--- src/rtl/mac_array.sv ---
// mac_array: LANES parallel multiply-accumulate lanes with a broadcast B
// operand. The pipeline has three stages: input capture, product, then
// accumulate with optional saturation. Each lane has a sticky overflow flag.
// done marks the cycle in which acc_out holds a completed group.
module mac_array #(
  parameter int DATA_WIDTH = 8,
  parameter int LANES      = 8,
  parameter int ACC_WIDTH  = 3 * DATA_WIDTH,
  parameter bit SIGNED     = 1'b0,
  parameter bit SATURATE   = 1'b1
) (
  input  logic                            clk,
  input  logic                            rst_n,
  input  logic                            en,
  input  logic                            clr,
  input  logic                            last,
  input  logic [LANES*DATA_WIDTH-1:0]     a_in,
  input  logic [DATA_WIDTH-1:0]           b_in,
  output logic [LANES*ACC_WIDTH-1:0]      acc_out,
  output logic [LANES-1:0]                ovf,
  output logic                            done,
  output logic                            busy
);

  localparam int PW  = 2 * DATA_WIDTH;
  localparam int EXT = ACC_WIDTH - PW;

  // Stage-1 registers: raw operands and controls.
  logic [LANES*DATA_WIDTH-1:0] r_a1;
  logic [DATA_WIDTH-1:0]       r_b1;
  logic                        r_en1, r_clr1, r_last1;

  // Stage-2 controls, delayed alongside the product.
  logic                        r_en2, r_clr2, r_last2;
  logic                        r_done;

  // Widened broadcast operand. The fill bit is the sign only in signed mode.
  logic [PW-1:0]               w_bx;

  assign w_bx = {{DATA_WIDTH{r_b1[DATA_WIDTH-1] & SIGNED}}, r_b1};

  // Stage 1: capture operands and controls.
  // NOTE: sequential state uses non-blocking assignments, so every register
  // in a clocked block samples its pre-edge value.
  always_ff @(posedge clk or negedge rst_n) begin
    if (!rst_n) begin
      r_a1    <= '0;
      r_b1    <= '0;
      r_en1   <= 1'b0;
      r_clr1  <= 1'b0;
      r_last1 <= 1'b0;
    end else begin
      r_a1    <= a_in;
      r_b1    <= b_in;
      r_en1   <= en;
      r_clr1  <= clr;
      r_last1 <= last;
    end
  end

  // Stage 2 controls, and the registered done that stage 3 produces.
  always_ff @(posedge clk or negedge rst_n) begin
    if (!rst_n) begin
      r_en2   <= 1'b0;
      r_clr2  <= 1'b0;
      r_last2 <= 1'b0;
      r_done  <= 1'b0;
    end else begin
      r_en2   <= r_en1;
      r_clr2  <= r_clr1;
      r_last2 <= r_last1;
      r_done  <= r_en2 & r_last2;
    end
  end

  for (genvar gi = 0; gi < LANES; gi++) begin : g_lane
    logic [DATA_WIDTH-1:0] w_a;
    logic [PW-1:0]         w_ax;
    logic [PW-1:0]         w_prod;
    logic [PW-1:0]         r_prod;
    logic [ACC_WIDTH-1:0]  w_ext;
    logic [ACC_WIDTH:0]    w_sum;
    logic [ACC_WIDTH-1:0]  w_sat;
    logic                  w_ovf;
    logic [ACC_WIDTH-1:0]  r_acc;
    logic                  r_ovf;

    // Both operands are extended to the product width first. The low PW
    // bits of the product are then correct for either signedness.
    assign w_a    = r_a1[gi*DATA_WIDTH +: DATA_WIDTH];
    assign w_ax   = {{DATA_WIDTH{w_a[DATA_WIDTH-1] & SIGNED}}, w_a};
    assign w_prod = w_ax * w_bx;

    if (EXT > 0) begin : g_ext
      assign w_ext = {{EXT{r_prod[PW-1] & SIGNED}}, r_prod};
    end else begin : g_noext
      assign w_ext = r_prod;
    end

    // The sum is one bit wider than the accumulator. In unsigned mode that
    // extra bit is the carry out.
    assign w_sum = {1'b0, r_acc} + {1'b0, w_ext};
    assign w_ovf = SIGNED ? ((r_acc[ACC_WIDTH-1] == w_ext[ACC_WIDTH-1]) &&
                             (w_sum[ACC_WIDTH-1] != r_acc[ACC_WIDTH-1]))
                          : w_sum[ACC_WIDTH];
    // A signed overflow takes the direction of the operands' shared sign.
    assign w_sat = !SIGNED             ? {ACC_WIDTH{1'b1}} :
                   r_acc[ACC_WIDTH-1]  ? {1'b1, {(ACC_WIDTH-1){1'b0}}} :
                                         {1'b0, {(ACC_WIDTH-1){1'b1}}};

    // Stage 2: register the lane product.
    always_ff @(posedge clk or negedge rst_n) begin
      if (!rst_n) r_prod <= '0;
      else        r_prod <= w_prod;
    end

    // Stage 3: clear-and-start, clear, accumulate, or hold, in that priority.
    // NOTE: accumulators are ordinary flops, so reset clears them. They are
    // not a RAM, and no reset-less inference is wanted here.
    always_ff @(posedge clk or negedge rst_n) begin
      if (!rst_n) begin
        r_acc <= '0;
        r_ovf <= 1'b0;
      end else if (r_clr2 && r_en2) begin
        r_acc <= w_ext;
        r_ovf <= 1'b0;
      end else if (r_clr2) begin
        r_acc <= '0;
        r_ovf <= 1'b0;
      end else if (r_en2) begin
        r_acc <= (w_ovf && SATURATE) ? w_sat : w_sum[ACC_WIDTH-1:0];
        if (w_ovf) r_ovf <= 1'b1;
      end
    end

    assign acc_out[gi*ACC_WIDTH +: ACC_WIDTH] = r_acc;
    assign ovf[gi]                            = r_ovf;
  end

  assign done = r_done;
  assign busy = r_en1 | r_en2;

endmodule

--- config.mk ---
export PLATFORM = sky130hd
export DESIGN_NAME = mac_array
export DESIGN_NICKNAME = d
export VERILOG_FILES = /design/src/rtl/mac_array.sv
export SDC_FILE = /design/constraint.sdc
export NUM_CORES = 2
export LEC_CHECK = 0
export ABC_AREA = 1
export CORE_MARGIN = 2
export CORE_UTILIZATION = 45
export CTS_CLUSTER_SIZE = 40
export DETAILED_ROUTE_END_ITERATION = 7
export SLEW_MARGIN = 0
export SYNTH_ARGS = -nofsm -noshare
export SYNTH_HDL_FRONTEND = slang
export SYNTH_SLANG_ARGS = --single-unit
--- constraint.sdc ---
create_clock -name clk -period 9 [get_ports clk]
set_input_delay 1.8 -clock clk [delete_from_list [all_inputs] [get_ports clk]]
set_output_delay 1.8 -clock clk [all_outputs]
set_load 0.05 [all_outputs]
== Yosys cells after proc, flatten, opt, wreduce, memory -nomap -nowiden ==
Cells that the tools add are included.
Storage, ports and cells
  bits in registers: 407
  bits of input ports: 77
  output and inout port bits: 202
  logic and storage cells: 133
Operators by class
  add/sub/neg operators: 8
  $mul: 8
  multiplexer cells: 64
  bitwise logic cells: 2
  reductions and logical operators: 18
Operators with widths (count)
  24-bit two-way mux: 32
  24-bit by 16-bit adder with 25-bit output: 8
  8-bit by 8-bit multiplier with 16-bit output: 8
  1-bit two-way mux: 32
  3-bit nonzero test: 9
  2-bit AND reduction: 8
  1-bit bitwise AND: 1
  1-bit logical AND: 1
  1-bit OR: 1

== Depth between registers and ports, before layout ==
  depth after elaboration: 5
  gate-level depth with buffers: 21
  mapped depth without buffers: 19

== Least setup slack after synthesis ==
No wires, ideal clock.
  kind: register -> register
  start: register r_b1[2]
  end: register g_lane[0].r_prod[12]
  setup time: 0.117 ns
  arrival: 4.184 ns
  data required time: 8.883 ns
  slack: 4.699 ns
  cell stages (with the launch flop): 19
  path buffers: 2
  period minus slack after synthesis: 4.301 ns
  cells stage by stage: dfrtp_1 clkbuf_1 clkbuf_1 nand2_1 fa_1 fa_1 inv_1 fa_1 inv_1 fa_1 inv_1 ha_1 a21oi_1 a21boi_0 o21ai_0 nand3_1 nand2_1 nand2_1 nand2_1
Between the ends
  word-level cells in the longest chain between the ends: 1
RTL lines
  from (decl): line 30  | logic [DATA_WIDTH-1:0] r_b1;
  from (signal assigned): line 54  | r_b1 <= b_in;
  8-bit by 8-bit multiplier with 16-bit output: line 92  | assign w_prod = w_ax * w_bx;
  via g_lane[0].w_prod[12]: line 79  | logic [PW-1:0] w_prod;
  to (signal assigned): line 114  | else r_prod <= w_prod;
  to (decl): line 80  | logic [PW-1:0] r_prod;
The timed path passes the listed nets, and every way through them passes these cells.
A chain may end at the register's enable or synchronous reset.

== Worst setup path in the final report ==
Ends and elaborated chain as after synthesis.

==> qor.txt <==
maximum vdd ir drop = 0.1512 mV
Vias = 38.06k
Tot Pwr = 13,730 µW
initial core utilization = 0.4534
clock period minus worst slack = 4.763 ns
HPWL Detailed = 92,480 µm
Post-Synthesis Cell Area = 43,720 µm²
DR iter-0 viols = 2,705
Avg WL per Cell = 15.55 µm
Hold Crit Class = reg2reg
Mapped Cells = 6,358
Die ar. = 99,660 µm²
Arrival @ worst endpoint = 5.29 ns
TritonCTS Buffers = 54
largest net degree at the start of global routing = 181
Yosys top cell by area = dfrtp_1
Layout Skew = 0.01798 ns
layout cells sized above 1 = 0.03563
YS warnings = 0
RSZ-0062 raised after global routing = false
clock sinks = 407
R2R cell count = 17
Reg power frac = 0.212
Final period util = 0.5292
Worst Hold Path EP = r_clr2
first-pass GRT wire length = 198,300 µm
Crit Path Class = reg2reg
antenna violations before repair = 6
drt total wl = 122,100 µm
Clock Tree Root = clkbuf_16
DR pass1 iterations = 6
GR Overflow Total = 0
vias per inst = 4.848
power per cell area = 278.9 nW/µm²
top-area cell type share of the netlist area = 0.2330
worst skew pair latency = 0.66 ns
commonest non-fill, non-tap cell in the layout = nand2_1
clock power share = 0.161
CTS tree = done
Max Buffers Root-to-Sink = 3
Post-Place Cell Area = 47,400 µm²
post-cts sizing count = 0
Syn Nets = 7,147
crit-path max FO = 64
Cells after DPL = 7,744
switching share of power = 0.5134
status = complete, no violations
Pins Over Slew Limit = 0
DRT antenna net count = 0
Hold Slack = 0.3490 ns
flop2flop setup slack = 4.24 ns
setup TNS = 0 ns
# DRC = 0
CTS H-tree lvls = 2
worst hold stages = 0
Seq/Total Area, Yosys = 0.2330
largest cells by area after synthesis = dfrtp_1 23%, nand2_1 19%, fa_1 14%
total core area = 96,420 µm²
Worst Setup End Kind = flip-flop
Synth cell types = 48
Top Ports = 279
Horiz. Die Dim = 315.7 µm
highest clock rate = 209.9 MHz
worst setup path startpoint = r_b1[2]
CTS Hold Bufs = 0
post-CTS setup buffers = 0
final RePlAce weighted congestion = 0.9311
most frequent cells in the layout = 2,212 x nand2_1, 1,456 x inv_1, 416 x ha_1
switching pwr = 7049 µW
Reg clk slew, reported paths = 0.06 ns
combinational share of power = 0.627
worst slew pin tran = 1.064 ns
worst endpoint required time = 9.53 ns
leakage power = 0.02962 µW
Buffers on Ports = 278
post-synthesis average cell area = 6.876 µm²
hold_sp = r_clr1
NumNets Final = 7,313
crit start category = flip-flop
number of max-cap violations = 0
area grow syn2layout = 12.59%
internal power = 6680 µW
Non-Filler Instances = 7,851
Total GRT Usage = 0.2484
Hold Fails Final Rpt = 0
r2r startpoint = r_b1[2]
chip height = 315.7 µm
#FFs+latches synth = 407
Final setup viols = 0
RR Endpoint = g_lane[0].r_prod[12]
Worst slew margin = 0.2905
Finished Cell Area = 49,220 µm²
Rows = 114
vias in the first global route = 37.06k
[metal layers]
layer	global-route usage	vias to the layer above	share of wire	routed length, µm
met5	0	-	0	0
met3	0.02256	133	0.046	5606
met4	0.06323	0	0.024	2911
li1	-	19283	-	-
met1	0.3627	17837	0.48	59210
met2	0.3965	810	0.45	54370
[cells in the mapped netlist (all sizes together)]
cell type	count
nand2	2242
inv	1467
ha	416
dfrtp	407
nand3	363
nor2	352
fa	296
o21ai	142
a21oi	141
clkbuf	124
xor2	113
buf	67
nand4	45
xnor2	40
nor3	32
nand3b	20
a22o	16
o21bai	12
a21o	11
a211oi	10
o211ai	9
or2	8
and2	6
o2111ai	5
a21boi	3
a31oi	3
clkinv	2
o21a	2
o22ai	2
nor4	1
o221ai	1
[sequential cells by signal (all words and copies together), names as in the netlist]
register,cells
r_en1,1
r_clr1,1
r_clr2,1
r_last1,1
r_a1,64
g_lane.r_prod,128
r_en2,1
g_lane.r_ovf,8
r_b1,8
g_lane.r_acc,192
done,1
r_last2,1
[kinds of logic after synthesis]
group                    after synthesis  synth area share
AND/OR/NAND/NOR                     3069            0.2882
buffers and inverters               1660            0.1472
XOR/XNOR                             153           0.03065
adder cells (fa/ha/maj)              712            0.2546
flip-flops                           407            0.2330
AO/OA/AOI/OAI                        357           0.04642
[final cells by class]
class,instances,area [µm²]
antenna,7,17.52
clock buffer,71,1516
clock inverter,29,284.0
fill,9648,47200
inverter,1469,5515
multi-input combinational,4291,27110
sequential,407,10200
tap,1276,1597
timing repair buffer,301,2985
[how the worst max path moves through the flow]
stage / endpoint / cells after the start / slack (ns)
2_1_floorplan: g_lane[0].r_prod[12] / 18 / 4.70
3_3_place_gp: g_lane[0].r_prod[12] / 17 / 4.31
3_5_place_dp: g_lane[0].r_prod[12] / 17 / 4.24
4_1_cts: g_lane[0].r_prod[12] / 17 / 4.23
5_1_grt: g_lane[0].r_prod[12] / 17 / 3.90
6_report: g_lane[0].r_prod[12] / 17 / 4.24
[worst max-delay path, stage by stage, from the launching register on]
cell and delay (ns):
dfrtp_2 0.34, buf_4 0.65, nand2_1 0.18, fa_1 0.54
fa_1 0.54, inv_1 0.05, fa_1 0.47, inv_1 0.05
fa_1 0.47, inv_1 0.04, ha_1 0.35, a21oi_1 0.19
a21boi_0 0.29, o21ai_0 0.18, nand3_1 0.12, nand2_1 0.05
nand2_1 0.06, nand2_1 0.06
[power by group through the flow]
stage | Sequential, µW | Combinational [µW] | Clock (µW)
floorplan | 3420 | 5730 | 0
global placement | 2940 | 8480 | 0
detailed placement | 2940 | 8540 | 0
CTS | 2910 | 8600 | 2280
global route | 2960 | 9760 | 2350
finish | 2910 | 8610 | 2210
[stage by stage]
| stage | utilization | worst slack, ns |
|---|---|---|
| 6_report | 0.5105 | 4.237 |
| 5_1_grt | 0.5105 | 3.900 |
| 4_1_cts | 0.5103 | 4.231 |
| 3_5_place_dp | 0.4916 | 4.243 |
| 3_3_place_gp | 0.4916 | 4.312 |
| 2_1_floorplan | - | 4.699 |
No activity file was read; power rests on OpenSTA's default activity.
